===== config.mk =====
export PLATFORM = sky130hd
export DESIGN_NAME = uart_rx_framed
export DESIGN_NICKNAME = d
export VERILOG_FILES = /design/src/rtl/uart_rx_framed.sv
export SDC_FILE = /design/constraint.sdc
export NUM_CORES = 1
export LEC_CHECK = 0
export CORE_MARGIN = 3
export CORE_UTILIZATION = 49
export DETAILED_ROUTE_END_ITERATION = 16
export PLACE_DENSITY = 0.66
export SLEW_MARGIN = 5
export SYNTH_ARGS = -nofsm -noshare
export SYNTH_HDL_FRONTEND = slang
export SYNTH_SLANG_ARGS = --single-unit

===== constraint.sdc =====
create_clock -name clk -period 3.65 [get_ports clk]
set_clock_uncertainty 0.1 [all_clocks]
set_input_delay 0.9125 -clock clk [delete_from_list [all_inputs] [get_ports clk]]
set_output_delay 0.9125 -clock clk [all_outputs]
set_load 0.01 [all_outputs]

===== src/rtl/uart_rx_framed.sv =====
// Oversampling UART receiver: majority-voted bit decisions, optional parity,
// 1 or 2 stop bits, and a small receive FIFO with overrun reporting.
//
// state       | meaning
// S_IDLE      | line idle, waiting for a 1->0 edge; tick accumulator held at 0
// S_START     | voting the start bit; a 1 vote is treated as a glitch
// S_DATA      | capturing DATA_BITS bits, LSB first
// S_PARITY    | capturing the parity bit
// S_STOP      | voting stop bits; frame pushed after the last stop vote
// S_WAIT_IDLE | framing error with line still low; wait for line high
module uart_rx_framed #(
    parameter int CLK_FREQ   = 100_000_000,
    parameter int BAUD_RATE  = 115_200,
    parameter int OVERSAMPLE = 16,
    parameter int DATA_BITS  = 8,
    parameter int PARITY     = 0,
    parameter int STOP_BITS  = 1,
    parameter int FIFO_DEPTH = 4
) (
    input  logic                 clk,
    input  logic                 rst_n,
    input  logic                 rx_pin,
    output logic [DATA_BITS-1:0] rx_data,
    output logic                 rx_perr,
    output logic                 rx_ferr,
    output logic                 rx_valid,
    input  logic                 rx_ready,
    output logic                 overrun,
    output logic                 busy
);

    localparam int MID    = OVERSAMPLE / 2;
    localparam int CNT_W  = $clog2(OVERSAMPLE);
    localparam int PTR_W  = $clog2(FIFO_DEPTH);
    localparam int WORD_W = DATA_BITS + 2;

    localparam logic [31:0]      ACC_INC  = 32'(BAUD_RATE * OVERSAMPLE);
    localparam logic [31:0]      ACC_MOD  = 32'(CLK_FREQ);
    localparam logic [CNT_W-1:0] CNT_ONE  = CNT_W'(1);
    localparam logic [CNT_W-1:0] CNT_S0   = CNT_W'(MID - 1);
    localparam logic [CNT_W-1:0] CNT_S1   = CNT_W'(MID);
    localparam logic [CNT_W-1:0] CNT_VOTE = CNT_W'(MID + 1);
    localparam logic [CNT_W-1:0] CNT_LAST = CNT_W'(OVERSAMPLE - 1);
    localparam logic [3:0]       BIT_LAST = 4'(DATA_BITS - 1);
    localparam logic             STOP_LAST = 1'(STOP_BITS - 1);
    localparam logic [PTR_W:0]   PTR_ONE  = (PTR_W + 1)'(1);

    typedef enum logic [2:0] {
        S_IDLE,
        S_START,
        S_DATA,
        S_PARITY,
        S_STOP,
        S_WAIT_IDLE
    } state_t;

    state_t state;

    // Synchroniser plus one extra stage for falling-edge detection
    logic sync1, line, line_prev;

    always_ff @(posedge clk or negedge rst_n) begin
        if (!rst_n) begin
            sync1     <= 1'b1;
            line      <= 1'b1;
            line_prev <= 1'b1;
        end else begin
            sync1     <= rx_pin;
            line      <= sync1;
            line_prev <= line;
        end
    end

    // Fractional tick generator; remainder carried so there is no drift
    logic [31:0] acc;
    logic [31:0] acc_sum;
    logic        tick;

    assign acc_sum = acc + ACC_INC;

    always_ff @(posedge clk or negedge rst_n) begin
        if (!rst_n) begin
            acc  <= '0;
            tick <= 1'b0;
        end else if (state == S_IDLE) begin
            acc  <= '0;
            tick <= 1'b0;
        end else if (acc_sum >= ACC_MOD) begin
            acc  <= acc_sum - ACC_MOD;
            tick <= 1'b1;
        end else begin
            acc  <= acc_sum;
            tick <= 1'b0;
        end
    end

    logic [CNT_W-1:0]     cnt;
    logic [3:0]           bit_idx;
    logic                 stop_idx;
    logic                 s0, s1;
    logic                 vote;
    logic [DATA_BITS-1:0] shreg;
    logic                 pbit;
    logic                 ferr_acc;
    logic                 push_req;
    logic [WORD_W-1:0]    push_word;
    logic                 par_x;
    logic                 perr_calc;

    assign vote  = (s0 & s1) | (s0 & line) | (s1 & line);
    assign par_x = ^{shreg, pbit};

    always_comb begin
        perr_calc = 1'b0;
        if (PARITY == 1)
            perr_calc = ~par_x;
        else if (PARITY == 2)
            perr_calc = par_x;
    end

    always_ff @(posedge clk or negedge rst_n) begin
        if (!rst_n) begin
            state     <= S_IDLE;
            cnt       <= '0;
            bit_idx   <= '0;
            stop_idx  <= 1'b0;
            s0        <= 1'b1;
            s1        <= 1'b1;
            shreg     <= '0;
            pbit      <= 1'b0;
            ferr_acc  <= 1'b0;
            push_req  <= 1'b0;
            push_word <= '0;
        end else begin
            push_req <= 1'b0;
            case (state)
                S_IDLE: begin
                    if (line_prev && !line) begin
                        state    <= S_START;
                        cnt      <= '0;
                        bit_idx  <= '0;
                        stop_idx <= 1'b0;
                        ferr_acc <= 1'b0;
                    end
                end
                S_WAIT_IDLE: begin
                    if (line)
                        state <= S_IDLE;
                end
                default: begin
                    if (tick) begin
                        if (cnt == CNT_S0)
                            s0 <= line;
                        if (cnt == CNT_S1)
                            s1 <= line;
                        cnt <= (cnt == CNT_LAST) ? '0 : cnt + CNT_ONE;

                        if (cnt == CNT_VOTE) begin
                            case (state)
                                S_START: begin
                                    if (vote)
                                        state <= S_IDLE;
                                end
                                S_DATA:   shreg <= {vote, shreg[DATA_BITS-1:1]};
                                S_PARITY: pbit  <= vote;
                                S_STOP: begin
                                    if (!vote)
                                        ferr_acc <= 1'b1;
                                    // Re-arm at the middle of the last stop bit
                                    if (stop_idx == STOP_LAST) begin
                                        push_req  <= 1'b1;
                                        push_word <= {perr_calc, ferr_acc | ~vote, shreg};
                                        state     <= vote ? S_IDLE : S_WAIT_IDLE;
                                    end
                                end
                                default: ;
                            endcase
                        end

                        if (cnt == CNT_LAST) begin
                            case (state)
                                S_START: state <= S_DATA;
                                S_DATA: begin
                                    if (bit_idx == BIT_LAST)
                                        state <= (PARITY != 0) ? S_PARITY : S_STOP;
                                    else
                                        bit_idx <= bit_idx + 4'd1;
                                end
                                S_PARITY: state    <= S_STOP;
                                S_STOP:   stop_idx <= 1'b1;
                                default: ;
                            endcase
                        end
                    end
                end
            endcase
        end
    end

    assign busy = (state != S_IDLE);

    // Receive FIFO; extra pointer bit separates full from empty
    logic [WORD_W-1:0] mem [FIFO_DEPTH];
    logic [PTR_W:0]    wr_ptr, rd_ptr;
    logic              empty, full, pop, push_ok;
    logic [WORD_W-1:0] head;

    assign empty   = (wr_ptr == rd_ptr);
    assign full    = (wr_ptr[PTR_W] != rd_ptr[PTR_W]) &&
                     (wr_ptr[PTR_W-1:0] == rd_ptr[PTR_W-1:0]);
    assign pop     = rx_valid && rx_ready;
    assign push_ok = push_req && (!full || pop);

    always_ff @(posedge clk) begin
        if (push_ok)
            mem[wr_ptr[PTR_W-1:0]] <= push_word;
    end

    always_ff @(posedge clk or negedge rst_n) begin
        if (!rst_n) begin
            wr_ptr  <= '0;
            rd_ptr  <= '0;
            overrun <= 1'b0;
        end else begin
            if (push_ok)
                wr_ptr <= wr_ptr + PTR_ONE;
            if (pop)
                rd_ptr <= rd_ptr + PTR_ONE;
            overrun <= push_req && full && !pop;
        end
    end

    assign head     = mem[rd_ptr[PTR_W-1:0]];
    assign rx_valid = !empty;
    assign {rx_perr, rx_ferr, rx_data} = rx_valid ? head : '0;

endmodule


* Yosys cells after proc, flatten, opt, wreduce, memory -nomap -nowiden *
Memories as Yosys holds them, arrays and structs flattened.
Cells that the tools add are included.

word-level totals
  flip-flop bits (word level) = 76
  bits in latches = 0
  bits in writable memories = 36
  memory bits (read-only) = 0
  output and inout port bits = 13
  logic and storage cells = 125
  memories kept = 1

operators by class
  add/subtract/negate cells = 6
  multipliers = 0
  divide/modulo/power cells = 0
  order comparisons = 1
  equality and inequality tests = 17
  shift operators = 0
  mux-type cells = 43
  bitwise operators = 10
  reduce and logical (&&, ||, !) cells = 29

memory list
  name  depth  bits a word  read ports  clocked after Yosys merged registers in  write ports  RTL line  source
  mem   4      9            1           0                                        1            203       logic [WORD_W-1:0] mem [FIFO_DEPTH];

operators by type and width
  operator                  count
  $mux W32                  2
  $add A32 B21 Y32 const B  1
  $ge A32 B27 Y1 const B    1
  $sub A32 B27 Y32 const B  1
  $mux W4                   7
  $mux W3                   9
  $mux W1                   17
  $pmux W4 S2               2
  $eq A4 B4 Y1 const B      3
  $pmux W3 S2               2
  $reduce_and A3 Y1         4
  $reduce_and A6 Y1         2
  $mux W10                  1
  $reduce_and A5 Y1         2
  $reduce_bool A2 Y1        5
  $pmux W3 S3               1
  $add A4 B1 Y4 const B     2
  $eq A4 B3 Y1 const B      2
  $add A3 B1 Y3 const B     2
  $eq A3 B2 Y1 const B      2
  $eq A3 B3 Y1 const B      2
  $logic_and A1 B1 Y1       6
  $reduce_bool A3 Y1        2
  $logic_not A1 Y1          4
  other kinds (14)          24

* Logic depth before layout (Yosys ltp) *
Gate-level depths: netlist of the first run.

  depth after elaboration = 12
  depth in mapped cells = 13
  depth with buffers taken out = 10

* Worst setup path before layout of the first run *
No wires, ideal clock.

  path type = register to register
  start = register acc[13]
  end = register acc[17]
  library setup time = 0.132 ns
  arrival = 2.759 ns
  setup slack = 0.659 ns
  cell stages (with the launch flop) = 13
  path buffers = 3
  cell sequence = dfrtp_1 -> ha_1 -> buf_2 -> nand4_2 -> a2111oi_1 -> xnor2_1 -> nand4_1 -> or3_1 -> buf_4 -> buf_6 -> o22ai_1 -> xor2_1 -> nor2_1

between the ends
  word-level cells in the longest chain between the ends = 4

ends and longest elaborated chain
  element                                             RTL line  source
  start, declared                                     75        logic [31:0] acc;
  start signal, assigned                              89        acc <= acc_sum - ACC_MOD;
  start signal, assigned                              92        acc <= acc_sum;
  $add A32 B21 Y32 (*)                                79        assign acc_sum = acc + ACC_INC;
  $sub A32 B27 Y32 or $ge A32 B27 Y1 (tied branches)  89, 88
  $mux W32 (*)                                        88        end else if (acc_sum >= ACC_MOD) begin
  $mux W32 (*)                                        85        end else if (state == S_IDLE) begin

Every way passes the cells marked *; elsewhere a longest branch is shown, timed or not.
A chain may end at the register's enable or synchronous reset.

* Final worst setup path of the first run *
  start = register acc[13]
  end = register acc[16]

Same word-level chain as after synthesis.

==> flow_summary.toml, run 1 <==
[clock_tree]
tritoncts = "yes"
cts_resized = 0
cts_inserted_buffers = 9
cts.sinks = 104
post_cts_buffers = 0
cts_max_path_buffers = 2
htreeDepth = 3
cts-root-buf = "clkbuf_8"
postCtsHoldBufs = 0
clk_pin_slew_ps = 120
worstSkewPairLatency_ps = 370

[critical_path]
r2r_end = "acc[16]$_DFF_PN0_"
crit_path_top_delay_cell = "a2111oi_1"
cp-endpoint = "acc[16]$_DFF_PN0_"
critPathArrivalTime_ps = 3490
crit_chain = "ha_2 > nand4_2 > a2111oi_1 > xnor2_1 > nand4_1 > or3_1 > buf_4 > o21ai_0 > nor3b_1 > nor3_1"
cp-startpoint = "acc[13]$_DFF_PN0_"
cp-start-kind = "register"
regToRegStartpoint = "acc[13]$_DFF_PN0_"
critPathKind = "reg2reg"
rr_worst_depth = 10
crit_path_end_kind = "register"
r2r_setup_slack_ps = 310
slowest_delay_ps = 530
cp_max_fo = 19
worstPathRequired_ps = 3800

[flow_run]
maxCapViolations = 0

[sta]
holdWs_ps = 266
finalMaxSlewViolations = 0
tightest_slew_ps = 863
clock.fmax_ghz = 0.299
min_period_over_period_pct = 91.5
finalSetupTns_ps = 0
setup_violations = 0
period_needed_ps = 3340
finalHoldViolations = 0
relSlewSlack_pct = 42.5

[grt]
overflow = 0
grt_pass1_wl_um = 18100
grtUsageTotal_pct = 17.7
grt_max_degree = 40
grt_pass1_vias = 3607
antenna_found_initial = 0

[final_layout]
mostFrequentLayoutCells = "63 x dfrtp_1, 55 x nor2_1, 36 x edfxtp_1"
area_delta_synth_final_pct = 9.36
diodes = 0
nets = 540
drive_gt1_share_pct = 15.9
final.fill_count = 975
fin_util_pct = 55.2
layout.cells.most_common = "dfrtp_1"

[floorplan]
io_pins = 17
row_count = 38
dieArea_mm2 = 0.0125
start_util_pct = 50.5
fp.coreArea_mm2 = 0.0109
chipHeight_um = 112
die_w_um = 112

[route]
wl_per_cell_um = 15.7
drc_errors = 0
final_antenna_net_count = 0
viasPerCell = 5.59
vias = 3732
drtIter0Drc = 227
firstDrtPassIters = 4
wirelength_um = 10500

[synthesis]
synth_edf_count = 36
yosysSeqAreaShare_pct = 50.8
yosysWarnings = 0
async_flop_share_pct = 65.4
syn-num-nets = 524
syn_area_mm2 = 0.00550
synthCells = 507
postSynthAreaPerCell_um2 = 10.8
synth.distinct_cells = 72
ys.flop_type = "dfrtp_1"
synth_seq_cells = 104

[min_path]
min_path_type = "reg2reg"
min_from = "sync1$_DFF_PN1_"

[pwr]
switching_share_pct = 35.3
intPower_uw = 1780
clockPowerShare_pct = 27.1
power.switching_uw = 971
p_per_area_mw_per_mm2 = 457
pwr-share-seq_pct = 50.4
combPwrFrac_pct = 22.5
peakVddDrop_mv = 0.237
p_leak_uw = 0.00246

[status]
status = "complete, no violations"

[place]
port_buffers = 15
hpwlAfterDp_um = 7310
gp_congestion = 0.900
-- cells in the mapped netlist, types with 4 or more instances --
cell type | instances | area (um2)
ha_1 | 13 | 163
xnor2_1 | 24 | 210
and2_1 | 8 | 50.1
o21ai_0 | 29 | 145
buf_2 | 6 | 30.0
o21a_1 | 4 | 30.0
xor2_1 | 15 | 131
o21ai_1 | 10 | 50.1
clkbuf_1 | 10 | 37.5
mux4_2 | 9 | 203
nand2_1 | 32 | 120
a21boi_0 | 4 | 30.0
mux2_2 | 20 | 225
edfxtp_1 | 36 | 1080
nand4_1 | 4 | 25.0
or3_1 | 4 | 25.0
dfstp_2 | 5 | 131
inv_1 | 20 | 75.1
nand2b_1 | 4 | 25.0
nor3_1 | 15 | 75.1
nor2b_1 | 13 | 81.3
a21oi_1 | 12 | 60.1
nor2_1 | 55 | 206
buf_4 | 5 | 37.5
a31oi_1 | 6 | 37.5
nand3_1 | 16 | 80.1
dfrtp_1 | 63 | 1580
-- cell families after synthesis --
group	Yosys count	share of synthesized area [%]
simple gates	182	17.2
flops	104	50.8
compound gates	91	10.7
buf+inv	45	3.83
xor+xnor	39	6.22
mux	31	8.15
fa+ha+maj	14	3.14
other cells	1	0.0682
-- worst min path at each step --
stage                           to  cells past startpoint  slack [ps]
finish              line$_DFF_PN1_                      0         270
global route        line$_DFF_PN1_                      0         270
CTS                 line$_DFF_PN1_                      0         270
detailed placement  line$_DFF_PN1_                      0         250
global placement    line$_DFF_PN1_                      0         250
floorplan           line$_DFF_PN1_                      0         250
-- per-stage QoR --
stage	worst slack, ps	cell area (um2)	total power (uW)	instances
6_report	309	6010	2750	668
5_1_grt	-7.78	6010	2920	668
4_1_cts	253	6010	2770	668
3_5_place_dp	341	5790	2020	652
3_3_place_gp	421	5790	2000	652
2_1_floorplan	659	5500	1840	507
-- power groups by stage --
stage,Sequential [uW],Combinational [uW],Clock [uW]
after floorplan,1330,508,0
after global placement,1400,600,0
after detailed placement,1400,617,0
after CTS,1380,620,773
after global routing,1400,697,825
final,1380,618,745
-- metal layers --
layer / vias up / share of wire (%) / routed length (um) / global-route usage, %
met5: - / 0 / 0 / 0
li1: 1839 / - / - / -
met1: 1798 / 48 / 4990 / 24.3
met4: 0 / 1.4 / 142 / 5.03
met2: 83 / 48 / 4990 / 29.1
met3: 12 / 3.4 / 357 / 2.83
-- sequential cells by signal, indices dropped and copies added, names as in the netlist --
signal,flops
acc,24
bit_idx,4
cnt,4
ferr_acc,1
line,1
line_prev,1
mem,36
overrun,1
push_req,1
push_word,9
rd_ptr,3
s0,1
s1,1
shreg,8
state,3
stop_idx,1
sync1,1
tick,1
wr_ptr,3
-- critical path: cells and delay by family, from the launching register on --
kind                     cells  cell delay [ps]
AO/OA/AOI/OAI                2              740
XOR/XNOR                     1              220
adder cells (fa/ha/maj)      1              310
buffers and inverters        1              220
flip-flops                   1              470
AND/OR/NAND/NOR              5             1170
-- final cells by class --
type	instances	area (um2)	share of cell area (%)
sequential	104	2790	46.4
multi-input combinational	358	2500	41.7
timing repair buffer	29	250	4.16
tap	140	175	2.91
clock buffer	9	124	2.06
clock inverter	7	88.8	1.48
inverter	21	78.8	1.31
Note: power is estimated with default switching activity, not from simulation.
==> inputs of run 2 (changes only) <==
--- a/config.mk
+++ b/config.mk
@@ -6,9 +6,8 @@
 export NUM_CORES = 1
 export LEC_CHECK = 0
 export CORE_MARGIN = 3
-export CORE_UTILIZATION = 49
+export CORE_UTILIZATION = 35
 export DETAILED_ROUTE_END_ITERATION = 16
-export PLACE_DENSITY = 0.66
 export SLEW_MARGIN = 5
 export SYNTH_ARGS = -nofsm -noshare
 export SYNTH_HDL_FRONTEND = slang
==> run 2 against run 1 <==
Effect of this change:
- fmax is 0.77% higher
- clock power rose by 25%
- design area up 2.5%
- critical endpoint is now rx_valid
==> flow_summary.toml, run 2 (same netlist as run 1, synthesis figures left out) <==
[critical_path]
crit_path_end_kind = "output pin"
r2r_setup_slack_ps = 370
critPathArrivalTime_ps = 2300
worstPathRequired_ps = 2640
cp-startpoint = "rd_ptr[1]$_DFFE_PN0P_"
cp_max_fo = 12
critPathKind = "reg2out"
cp-start-kind = "register"
regToRegStartpoint = "acc[13]$_DFF_PN0_"

[grt]
grtUsageTotal_pct = 12.8
antenna_found_initial = 0
grt_max_degree = 37
overflow = 0
grt_pass1_vias = 3737
grt_pass1_wl_um = 18600

[floorplan]
die_w_um = 131
fp.coreArea_mm2 = 0.0153
io_pins = 17
row_count = 45
start_util_pct = 36.0
dieArea_mm2 = 0.0172
chipHeight_um = 131

[flow_run]
maxCapViolations = 0

[final_layout]
finalInstanceArea_mm2 = 0.00616
largest_reg_flops = 36
nets = 536
area_delta_synth_final_pct = 12.1
fin_util_pct = 40.4
drive_gt1_share_pct = 15.3
diodes = 0
area.sequential_mm2 = 0.00279
final.fill_count = 1470
mostFrequentLayoutCells = "63 x dfrtp_1, 55 x nor2_1, 36 x edfxtp_1"
multi_input_area_mm2 = 0.00251
layout.cells.most_common = "dfrtp_1"

[sta]
rsz0062_at_grt = "false"
finalHoldViolations = 0
finalSetupTns_ps = 0
relSlewSlack_pct = 46.6
clock.fmax_ghz = 0.302
setup_violations = 0
finalMaxSlewViolations = 0
min_period_over_period_pct = 90.8
period_needed_ps = 3320
tightest_slew_ps = 801

[status]
status = "complete, no violations"

[clock_tree]
cts_inserted_buffers = 9
cts_max_path_buffers = 2
tritoncts = "yes"
worstSkewPairLatency_ps = 340
post_cts_buffers = 0
postCtsHoldBufs = 0
htreeDepth = 3
cts.sinks = 104
cts-root-buf = "clkbuf_16"
clk_pin_slew_ps = 70

[route]
viasPerCell = 5.09
final_antenna_net_count = 0
firstDrtPassIters = 6
wl_per_cell_um = 14.8
drc_errors = 0
vias = 3741
drtIter0Drc = 264
wirelength_um = 10900

[pwr]
p_per_area_mw_per_mm2 = 476
peakVddDrop_mv = 0.260
p_leak_uw = 0.00247

[place]
port_buffers = 15
hpwlAfterDp_um = 7520
dpl_cell_area_mm2 = 0.00587
gp_congestion = 0.876

[min_path]
min_from = "sync1$_DFF_PN1_"
min_path_type = "reg2reg"
==> run 2: cell types whose count changed in the layout (fill, tap and decap cells not counted), moves of 2 or more <==
cell / before / now
buf_4: 14 / 9
clkinv_8: 2 / 0
clkbuf_16: 0 / 9
clkbuf_8: 9 / 0
==> run 2: worst max-delay path: stages, from the launching register on <==
cell and delay [ps]:
dfrtp_1 680, xnor2_1 200, and3_1 450, inv_1 130, clkdlybuf4s50_1 500
==> run 2: what timing repair did <==
item	in CTS	in global routing
endpoints found under the hold margin	0	0
endpoints found under the setup margin	0	25
gates resized for setup	0	3
==> run 2: power breakdown <==
part           total (uW)  switching, uW  internal (uW)
sequential           1390            127           1260
clock                 933            456            477
combinational         614            381            233
total                2930            964           1970
==> run 2: layout make-up <==
| type | instances | share of cell area [%] |
|---|---|---|
| tap | 211 | 4.29 |
| inverter | 21 | 1.28 |
| timing repair buffer | 25 | 3.78 |
| sequential | 104 | 45.3 |
| multi-input combinational | 358 | 40.8 |
| clock buffer | 9 | 3.66 |
| clock inverter | 7 | 0.975 |
==> run 2: stage by stage <==
stage / cells / setup WS [ps] / power, uW / hold slack, ps
after detailed placement: 719 / 164 / 2020 / 249
after floorplan: 507 / 659 / 1840 / 245
after global placement: 719 / 215 / 2000 / 246
after global routing: 735 / 77.2 / 3100 / 263
after CTS: 735 / 169 / 2960 / 260
final: 735 / 334 / 2930 / 257
==> run 2: worst paths after layout <==
| check | cells past startpoint | end |
|---|---|---|
| worst max-delay path | 4 | rx_valid |
| worst min-delay path | 0 | line$_DFF_PN1_ |
| worst max register to register | 9 | acc[16]$_DFF_PN0_ |
| max in group asynchronous | 2 | shreg[4]$_DFFE_PN0P_ |
| worst min register to register | 0 | line$_DFF_PN1_ |
| min in group asynchronous | 1 | acc[27]$_DFF_PN0_ |
==> run 2: per-layer routing <==
| metal | track usage, % | share of wire, % |
|---|---|---|
| met5 | 0 | 0 |
| met4 | 3.62 | 0.49 |
| met3 | 2.18 | 3.1 |
| met2 | 22.0 | 49 |
| met1 | 16.7 | 47 |
==> inputs of run 3 (changes only) <==
--- a/config.mk
+++ b/config.mk
@@ -7,7 +7,9 @@
 export LEC_CHECK = 0
 export CORE_MARGIN = 3
 export CORE_UTILIZATION = 35
+export CTS_CLUSTER_SIZE = 8
 export DETAILED_ROUTE_END_ITERATION = 16
+export RECOVER_POWER = 100
 export SLEW_MARGIN = 5
 export SYNTH_ARGS = -nofsm -noshare
 export SYNTH_HDL_FRONTEND = slang
==> constraint.sdc (replaced) <==
create_clock -name clk -period 3.9 [get_ports clk]
set_clock_uncertainty 0.1 [all_clocks]
set_input_delay 0.975 -clock clk [delete_from_list [all_inputs] [get_ports clk]]
set_output_delay 0.975 -clock clk [all_outputs]
set_load 0.01 [all_outputs]
==> run 3 against run 2 <==
Effect of this change:
- the run now ends with max-capacitance violations, max-slew violations left
- clock power is 2.5% lower
- design area down 0.41%
- sequential cell count did not move
- sequential share of layout area is 0.18 points higher
- routed wire length shrank 1.2%
- largest power group unchanged
==> flow_summary.toml, run 3 (same netlist as run 1, synthesis figures left out) <==
[status]
violations = "max-capacitance violations, max-slew violations"
status = "finished, violations left"

[place]
gp_congestion = 0.831
port_buffers = 15
dp_slack_ps = 353
dpl_cell_area_mm2 = 0.00587
hpwlAfterDp_um = 7370

[final_layout]
layout.cells.most_common = "dfrtp_1"
mostFrequentLayoutCells = "63 x dfrtp_1, 55 x nor2_1, 36 x edfxtp_1"
finalInstanceArea_mm2 = 0.00614
area_delta_synth_final_pct = 11.7
fin_util_pct = 40.2
nets = 538
final.fill_count = 1480
diodes = 0
drive_gt1_share_pct = 13.1
largest_reg_flops = 36

[route]
vias = 3781
wl_per_cell_um = 14.6
firstDrtPassIters = 5
wirelength_um = 10700
drc_errors = 0
final_antenna_net_count = 0
drtIter0Drc = 266
viasPerCell = 5.13

[floorplan]
row_count = 45
chipHeight_um = 131
fp.coreArea_mm2 = 0.0153
die_w_um = 131
dieArea_mm2 = 0.0172
io_pins = 17
start_util_pct = 36.0

[sta]
setup_violations = 0
finalHoldViolations = 0
finalMaxSlewViolations = 42
min_period_over_period_pct = 90.8
clock.fmax_ghz = 0.282
relSlewSlack_pct = -47.2
fin_ws_ps = 357
finalSetupTns_ps = 0
period_needed_ps = 3540
rsz0062_at_grt = "false"
tightest_slew_ps = 2210

[min_path]
worstHoldPathCells = 0
min_path_type = "reg2reg"
hold_end = "line$_DFF_PN1_"
min_from = "sync1$_DFF_PN1_"

[pwr]
peakVddDrop_mv = 0.319
p_leak_uw = 0.00248
p_per_area_mw_per_mm2 = 451

[grt]
grt_pass1_wl_um = 18400
grt_pass1_vias = 3730
grtUsageTotal_pct = 12.9
antenna_found_initial = 0
overflow = 0
grt_max_degree = 42

[critical_path]
critPathArrivalTime_ps = 3670
r2r_setup_slack_ps = 360
worst_path_dominant_cell_family = "simple AND/OR/NAND/NOR gates"
regToRegStartpoint = "acc[13]$_DFF_PN0_"
rr_worst_depth = 9
slowest_delay_ps = 740
r2r_end = "acc[16]$_DFF_PN0_"
crit_path_top_delay_cell = "or3_1"
crit_path_end_kind = "register"
critPathKind = "reg2reg"
worstPathRequired_ps = 4020
path_buf_inv = 0
cp-start-kind = "register"
crit_chain = "ha_1 > nand4_2 > a2111oi_2 > xnor2_1 > nand4_1 > or3_1 > o21ai_0 > nor3b_1 > nor3_1"
cp_max_fo = 19

[clock_tree]
clk_pin_slew_ps = 70
htreeDepth = 3
cts-root-buf = "clkbuf_16"
cts_max_path_buffers = 2
post_cts_buffers = 0
postCtsHoldBufs = 0
tritoncts = "yes"
cts_inserted_buffers = 9
worstSkewPairLatency_ps = 350
cts.sinks = 104

[flow_run]
maxCapViolations = 1
run 3: cell count changes in the layout (fill, tap and decap cells not counted), sizes merged:
cell / previous run / this run
inv: 24 / 22
clkdlybuf4s50: 14 / 5
dlygate4sd3: 0 / 9
buf: 11 / 5
clkbuf: 9 / 18
bufinv: 0 / 1
run 3: through the flow:
stage / hold slack [ps] / power (uW) / cells
finish: 261 / 2770 / 737
global route: 270 / 2940 / 737
CTS: 257 / 2810 / 737
detailed placement: 247 / 1880 / 721
global placement: 246 / 1880 / 721
floorplan: 245 / 1720 / 507
run 3: what timing repair did:
item / CTS / global route
setup endpoints to repair: 0 / 1
gates resized for setup: 0 / 2
hold endpoints to repair: 0 / 0
run 3: routing by layer:
| metal | global-route usage [%] | wire (um) |
|---|---|---|
| met5 | 0 | 0 |
| met4 | 3.44 | 130 |
| met3 | 4.10 | 592 |
| met2 | 21.2 | 5110 |
| met1 | 16.6 | 4910 |
run 3: how the worst max path moves through the flow:
stage / from / to / slack [ps] / cells after the start
finish: acc[13]$_DFF_PN0_ / acc[16]$_DFF_PN0_ / 360 / 9
global route: acc[13]$_DFF_PN0_ / acc[16]$_DFF_PN0_ / 0.5 / 9
CTS: acc[13]$_DFF_PN0_ / acc[16]$_DFF_PN0_ / 330 / 9
detailed placement: acc[13]$_DFF_PN0_ / acc[9]$_DFFE_PN0P_ / 350 / 8
global placement: acc[13]$_DFF_PN0_ / acc[16]$_DFF_PN0_ / 440 / 9
floorplan: acc[13]$_DFF_PN0_ / acc[17]$_DFF_PN0_ / 910 / 12
run 3: report_power, final:
group          switching [uW]  internal, uW
clock                     408           502
sequential                115          1180
combinational             347           219
run 3: cell type report:
cell class	count	area, um2	share of cell area, %
Clock inverter	6	66.3	1.08
Sequential cell	104	2790	45.5
Multi-Input combinational cell	358	2500	40.8
Timing Repair Buffer	27	208	3.38
Clock buffer	10	229	3.73
Tap cell	211	264	4.30
Inverter	21	78.8	1.28
run 3: worst register-to-register path: stages, from the launching register on:
cell,delay [ps]
dfrtp_1,450
ha_1,360
nand4_2,260
a2111oi_2,500
xnor2_1,210
nand4_1,230
or3_1,740
o21ai_0,300
nor3b_1,210
nor3_1,70
